==> src/rtl/ddr_params.sv <==
// Shared SDRAM definitions for the read engine: command encodings,
// idle bus values, linear address field positions and FSM states.
package ddr_params;

  // {cs_n, ras_n, cas_n, we_n}
  localparam logic [3:0] CMD_NOP       = 4'b0111;
  localparam logic [3:0] CMD_ACTIVE    = 4'b0011;
  localparam logic [3:0] CMD_READ      = 4'b0101;
  localparam logic [3:0] CMD_PRECHARGE = 4'b0010;

  // Bus values driven whenever no command is being issued
  localparam logic [1:0]  NOP_BA       = 2'b11;
  localparam logic [12:0] NOP_ADDR     = 13'h1fff;
  // A10=1 selects all banks for PRECHARGE
  localparam logic [12:0] PRE_ALL_ADDR = 13'h0400;

  // Linear address layout {bank, row, col}
  localparam int BA_MSB  = 23;
  localparam int BA_LSB  = 22;
  localparam int ROW_MSB = 21;
  localparam int ROW_LSB = 9;
  localparam int COL_MSB = 8;
  localparam int COL_LSB = 0;

  typedef enum logic [2:0] {
    ST_IDLE,
    ST_ACT,
    ST_TRCD_W,
    ST_RD,
    ST_RD_W,
    ST_PRE,
    ST_TRP_W,
    ST_END
  } rd_state_e;

  function automatic logic [1:0] addr_bank(input logic [23:0] a);
    return a[BA_MSB:BA_LSB];
  endfunction

  function automatic logic [12:0] addr_row(input logic [23:0] a);
    return a[ROW_MSB:ROW_LSB];
  endfunction

  // Column on the address bus with A10=0, so READ never auto-precharges
  function automatic logic [12:0] addr_col(input logic [23:0] a);
    return {4'b0000, a[COL_MSB:COL_LSB]};
  endfunction

endpackage

==> src/rtl/ddr_rd_capture.sv <==
// Read data capture: registers the SDRAM dq bus every cycle and produces
// a valid window of BURST_LEN cycles that lines up with the burst data
// returned CAS_LAT cycles after the READ command.
module ddr_rd_capture #(
  parameter int CAS_LAT   = 3,
  parameter int BURST_LEN = 8
) (
  input  logic        sys_clk,
  input  logic        sys_rst,
  input  logic        i_rd_issue,  // high during the cycle READ is on the bus
  input  logic [15:0] i_dq,
  output logic [15:0] o_data,
  output logic        o_valid
);

  // Bit k of the shift register is high k+1 cycles after the READ cycle.
  // The upper BURST_LEN taps form the valid window once registered.
  localparam int SR_LEN = CAS_LAT + BURST_LEN - 1;

  logic [SR_LEN-1:0] r_sr;
  logic [15:0]       r_data;
  logic              r_valid;
  logic              w_win;

  assign w_win   = |r_sr[SR_LEN-1:CAS_LAT-1];
  assign o_data  = r_data;
  assign o_valid = r_valid;

  // Track the age of the READ command and register the valid window
  always_ff @(posedge sys_clk) begin
    if (sys_rst) begin
      r_sr    <= '0;
      r_valid <= 1'b0;
    end else begin
      r_sr    <= {r_sr[SR_LEN-2:0], i_rd_issue};
      r_valid <= w_win;
    end
  end

  // Free-running dq capture; o_valid says which words belong to the burst
  always_ff @(posedge sys_clk) begin
    if (sys_rst) begin
      r_data <= '0;
    end else begin
      r_data <= i_dq;
    end
  end

endmodule

==> src/rtl/ddr_ctrl_read.sv <==
// SDRAM controller read engine: accepts a user read trigger, requests the
// bus from the arbiter and, once granted, runs ACTIVE / READ / PRECHARGE
// with the configured timing while capturing the returned burst.
module ddr_ctrl_read
  import ddr_params::*;
#(
  parameter int TRCD      = 2,
  parameter int CAS_LAT   = 3,
  parameter int BURST_LEN = 8,
  parameter int TRP       = 2,
  parameter int CNT_W     = 4
) (
  input  logic        sys_clk,
  input  logic        sys_rst,
  input  logic        init_end_i,
  input  logic        rd_trig_i,
  input  logic [23:0] rd_addr_i,
  input  logic        rd_en_i,
  input  logic [15:0] sdram_dq_i,
  output logic        rd_req_o,
  output logic        rd_end_o,
  output logic [3:0]  rd_cmd_o,
  output logic [1:0]  rd_ba_o,
  output logic [12:0] rd_addr_o,
  output logic [15:0] rd_data_o,
  output logic        rd_data_valid_o,
  output logic        rd_busy_o
);

  // Terminal counts of the wait states; the counter starts at 0 on entry.
  // The guarded values are never compared when the wait state is skipped.
  localparam int TRCD_TC = (TRCD > 1) ? TRCD - 2 : 0;
  localparam int RDW_TC  = CAS_LAT + BURST_LEN - 1;
  localparam int TRP_TC  = (TRP > 1) ? TRP - 2 : 0;

  rd_state_e         r_state;
  logic [CNT_W-1:0]  r_cnt;
  logic [23:0]       r_addr_lat;
  logic              r_req;
  logic              r_end;
  logic              r_busy;
  logic [3:0]        r_cmd;
  logic [1:0]        r_ba;
  logic [12:0]       r_addr;
  logic              w_rd_issue;

  assign rd_req_o  = r_req;
  assign rd_end_o  = r_end;
  assign rd_busy_o = r_busy;
  assign rd_cmd_o  = r_cmd;
  assign rd_ba_o   = r_ba;
  assign rd_addr_o = r_addr;

  assign w_rd_issue = (r_state == ST_RD);

  // Access sequencer: state, wait counter and all registered bus outputs
  always_ff @(posedge sys_clk) begin
    if (sys_rst) begin
      r_state    <= ST_IDLE;
      r_cnt      <= '0;
      r_addr_lat <= '0;
      r_req      <= 1'b0;
      r_end      <= 1'b0;
      r_busy     <= 1'b0;
      r_cmd      <= CMD_NOP;
      r_ba       <= NOP_BA;
      r_addr     <= NOP_ADDR;
    end else begin
      // Every cycle is a NOP unless a state below issues a command
      r_cmd  <= CMD_NOP;
      r_ba   <= NOP_BA;
      r_addr <= NOP_ADDR;
      r_end  <= 1'b0;
      r_cnt  <= r_cnt + 1'b1;

      // Single-entry acceptance: triggers while busy are simply dropped
      if (rd_trig_i && init_end_i && !r_busy) begin
        r_addr_lat <= rd_addr_i;
        r_busy     <= 1'b1;
        r_req      <= 1'b1;
      end

      case (r_state)
        ST_IDLE: begin
          r_cnt <= '0;
          if (r_req && rd_en_i) begin
            r_state <= ST_ACT;
            r_req   <= 1'b0;
            r_cmd   <= CMD_ACTIVE;
            r_ba    <= addr_bank(r_addr_lat);
            r_addr  <= addr_row(r_addr_lat);
          end
        end

        ST_ACT: begin
          r_cnt <= '0;
          if (TRCD > 1) begin
            r_state <= ST_TRCD_W;
          end else begin
            r_state <= ST_RD;
            r_cmd   <= CMD_READ;
            r_ba    <= addr_bank(r_addr_lat);
            r_addr  <= addr_col(r_addr_lat);
          end
        end

        ST_TRCD_W: begin
          if (r_cnt == CNT_W'(TRCD_TC)) begin
            r_cnt   <= '0;
            r_state <= ST_RD;
            r_cmd   <= CMD_READ;
            r_ba    <= addr_bank(r_addr_lat);
            r_addr  <= addr_col(r_addr_lat);
          end
        end

        ST_RD: begin
          r_cnt   <= '0;
          r_state <= ST_RD_W;
        end

        ST_RD_W: begin
          if (r_cnt == CNT_W'(RDW_TC)) begin
            r_cnt   <= '0;
            r_state <= ST_PRE;
            r_cmd   <= CMD_PRECHARGE;
            r_ba    <= addr_bank(r_addr_lat);
            r_addr  <= PRE_ALL_ADDR;
          end
        end

        ST_PRE: begin
          r_cnt <= '0;
          if (TRP > 1) begin
            r_state <= ST_TRP_W;
          end else begin
            r_state <= ST_END;
            r_end   <= 1'b1;
          end
        end

        ST_TRP_W: begin
          if (r_cnt == CNT_W'(TRP_TC)) begin
            r_cnt   <= '0;
            r_state <= ST_END;
            r_end   <= 1'b1;
          end
        end

        ST_END: begin
          r_cnt   <= '0;
          r_state <= ST_IDLE;
          r_busy  <= 1'b0;
        end

        default: begin
          r_cnt   <= '0;
          r_state <= ST_IDLE;
        end
      endcase
    end
  end

  ddr_rd_capture #(
    .CAS_LAT   (CAS_LAT),
    .BURST_LEN (BURST_LEN)
  ) u_capture (
    .sys_clk    (sys_clk),
    .sys_rst    (sys_rst),
    .i_rd_issue (w_rd_issue),
    .i_dq       (sdram_dq_i),
    .o_data     (rd_data_o),
    .o_valid    (rd_data_valid_o)
  );

endmodule

==> config.mk <==
export PLATFORM = sky130hd
export DESIGN_NAME = ddr_ctrl_read
export DESIGN_NICKNAME = d
export VERILOG_FILES = /design/src/rtl/ddr_params.sv /design/src/rtl/ddr_rd_capture.sv /design/src/rtl/ddr_ctrl_read.sv
export SDC_FILE = /design/constraint.sdc
export NUM_CORES = 1
export LEC_CHECK = 0
export CELL_PAD_IN_SITES_DETAIL_PLACEMENT = 1
export CELL_PAD_IN_SITES_GLOBAL_PLACEMENT = 2
export CORE_MARGIN = 4
export CORE_UTILIZATION = 26
export CTS_BUF_LIST = sky130_fd_sc_hd__clkbuf_8
export CTS_CLUSTER_DIAMETER = 200
export DETAILED_ROUTE_END_ITERATION = 6
export GPL_ROUTABILITY_DRIVEN = 0
export PLACE_DENSITY_LB_ADDON = 0.2
export SYNTH_ARGS = -nofsm -noshare
export SYNTH_HDL_FRONTEND = slang
export SYNTH_HIERARCHICAL = 1
export SYNTH_SLANG_ARGS = --single-unit
==> constraint.sdc <==
create_clock -name sys_clk -period 2.05 [get_ports sys_clk]
set_clock_uncertainty 0.2 [all_clocks]
set_input_delay 0.41 -clock sys_clk [delete_from_list [all_inputs] [get_ports sys_clk]]
set_output_delay 0.41 -clock sys_clk [all_outputs]
set_load 0.05 [all_outputs]
==> results by group <==
Clocking
  • Worst skew pair latency: 360 ps
  • TritonCTS clock tree: built
  • Inserted Clock Buffers: 9
  • CTS root buffer: clkbuf_8
  • Num Clock Sinks: 79
  • CTS max path bufs: 2
  • Clock transition at path regs: 80 ps
  • H-tree depth: 3
  • Post-CTS Setup Bufs: 0

Cells and area
  • Layout cells sized above 1: 23.0%
  • Diodes inserted: 0
  • Final #Nets: 439
  • Filler instances: 1,213
  • Area grow syn2layout: 43.2%
  • Most frequent cells in the layout: 76 x dfxtp_1, 57 x nand2_1, 46 x buf_4
  • Most common cell after layout, fill and taps aside: dfxtp_1
  • Reg area: 1590 sq um
  • Area of the multi-input gates: 1120 sq um

STA
  • Hold slack: 233 ps
  • Min Tclk post-route: 1990 ps
  • RSZ-0062 raised after global routing: yes
  • Max-slew violation count: 0
  • Fin crit share: 96.9%
  • Final hold violation count: 0
  • Setup Viol. Count Final: 0
  • Fmax: 503 MHz

Drt
  • First-pass iteration count of the detailed router: 4
  • WL final: 7400 um
  • Antenna-violating nets left: 0
  • Detailed-route via count: 2,301
  • Wire per inst: 14.0 um
  • Initial drt markers: 69
  • DRC errors left: 0
  • Via/cell ratio: 4.37

Run
  • Number of max-cap violations: 0

Synth
  • Post-Syn Nets: 347
  • Sequential-to-total area share from yosys stat: 56.4%
  • EDFF count, synth: 0
  • Synth cell types: 41
  • Synth async-reset ratio: 0%
  • Mapped Avg Cell Area: 9.54 sq um
  • Ys Warns: 6
  • Most common flop cell mapped by yosys: dfxtp_1
  • Flops & latches, synth: 79
  • Mapped Cells: 294
  • Mapped cell area: 2810 sq um

GRT
  • Most crowded layer after global routing: met2
  • Grt ovf: 0
  • Initial antenna violation count: 0
  • Largest net degree at the start of global routing: 43
  • Vias in the first global route: 2,365
  • First-pass GRT wire length: 12,300 um
  • Met1 GRT Util: 15.8%
  • GR Util met2: 18.6%
  • GR Util met3: 4.67%
  • Total track usage: 12.4%

Floorplan
  • Rows: 37
  • Io pins: 84
  • DIE AREA: 12,500 sq um
  • Chip height: 112 um
  • Die X: 112 um
  • Initial Util: 26.9%
  • Core box area: 10,400 sq um

Power and ir drop
  • Worst VDD drop: 0.000583 V
  • Tot Pwr: 4.70 mW
  • LEAKAGE: 1.61 nW
  • PD cells: 1170 nW/um^2

Critical path
  • Worst Path Max Fanout: 11
  • Reg2Reg Depth: 7
  • WP data arrival: 2030 ps
  • CP max stage delay: 370 ps
  • Crit Path Category: reg2reg
  • Worst path required time: 2090 ps
  • Worst path cell trace: inv_2 -> ha_1 -> or3b_4 -> mux2_4 -> nor4b_4 -> buf_6 -> o21ai_0
  • CP endpoint kind: register
  • Critical path launch point type: register
  • Critical Path Slowest Stage Cell: or3b_4

Worst hold path
  • Worst Hold Depth: 2
  • Hold Path Class: in2reg

Status
  • Status: finished, final reports clean

Placed design
  • Hpwl dp: 5330 um
  • Port bufs: 82
[routing by layer]
metal	wire, um	vias to the layer above
met5	0	-
met4	120	0
met3	530	10
met2	3250	77
met1	3500	1060
li1	-	1154
[repair_timing]
| item | CTS | global route |
|---|---|---|
| hold buffers | 0 | 0 |
| endpoints found under the setup margin | 8 | 19 |
| pin swaps | 0 | 3 |
| gates resized for setup | 9 | 10 |
[path summary, 6_finish.rpt]
path                                     start                           end  slack (ps)
setup / recovery           r_cnt[0]$_SDFF_PP0_       rd_addr_o[0]$_SDFF_PP1_          60
hold / removal                         sys_rst           rd_req_o$_SDFF_PP0_         230
setup reg to reg           r_cnt[0]$_SDFF_PP0_       rd_addr_o[0]$_SDFF_PP1_          60
hold reg to reg   u_capture/r_sr[0]$_SDFF_PP0_  u_capture/r_sr[1]$_SDFF_PP0_         240
[where the power goes]
part | total [mW] | switching, mW | leakage (nW) | internal (mW)
Combinational | 1.60 | 1.01 | 0.846 | 0.591
Clock | 1.28 | 0.570 | 0.114 | 0.714
Sequential | 1.82 | 0.0865 | 0.648 | 1.73
[layout make-up]
cell class	count	area share, %
multi-input cells	190	28.0
flip-flops and latches	79	39.5
clock buffers	10	3.43
clock inverters	6	2.12
well taps	136	4.24
repair buffers	100	22.2
inverters	6	0.561
[flip-flops by register name, summed over array words and instances, names as in the netlist]
name               count
rd_busy_o              1
rd_req_o               1
u_capture/o_data      16
r_addr_lat            24
rd_addr_o             13
r_state                3
rd_end_o               1
u_capture/r_sr        10
u_capture/o_valid      1
rd_cmd_o               3
r_cnt                  4
rd_ba_o                2
[cell usage after synthesis (all sizes together), types with 2 or more instances]
master,n,area (sq um)
nor2,12,45.0
o21ai,14,73.8
or3,2,12.5
inv,6,22.5
nor3,3,15.0
a211oi,2,15.0
and2b,7,61.3
or2,2,12.5
nor4,2,12.5
clkbuf,12,45.0
a31oi,2,12.5
ha,8,100
nand3,2,10.0
nor2b,22,138
a22oi,9,67.6
buf,7,56.3
nand2,57,214
a21oi,28,140
dfxtp,79,1580
[per-stage QoR]
stage / util [%] / cell area, sq um / instances / setup WS (ps) / setup TNS [ps]
final: 38.6 / 4020 / 527 / 63.7 / 0
after global routing: 38.6 / 4020 / 527 / -31.8 / -132
after global placement: 36.2 / 3770 / 511 / -67.1 / -67.1
after CTS: 38.4 / 4000 / 527 / 1.58 / 0
after floorplan: - / 2810 / 294 / 54.2 / 0
after detailed placement: 36.2 / 3770 / 511 / -119 / -119
[kinds of logic after synthesis]
family / count (synthesis) / synth area share [%]
simple gates: 118 / 21.8
buf+inv: 25 / 4.42
mux: 1 / 0.535
compound gates: 60 / 12.6
other cells: 1 / 0.134
flops: 79 / 56.4
xor+xnor: 2 / 0.625
fa+ha+maj: 8 / 3.57
[worst max-delay path: cells and delay by family, from the launching register on]
kind / cells / cell delay, ps
AND/OR/NAND/NOR: 2 / 610
adder cells (fa/ha/maj): 1 / 130
flip-flops: 1 / 330
AO/OA/AOI/OAI: 1 / 80
multiplexers: 1 / 290
buffers and inverters: 2 / 230
No activity file was read; power rests on OpenSTA's default activity.
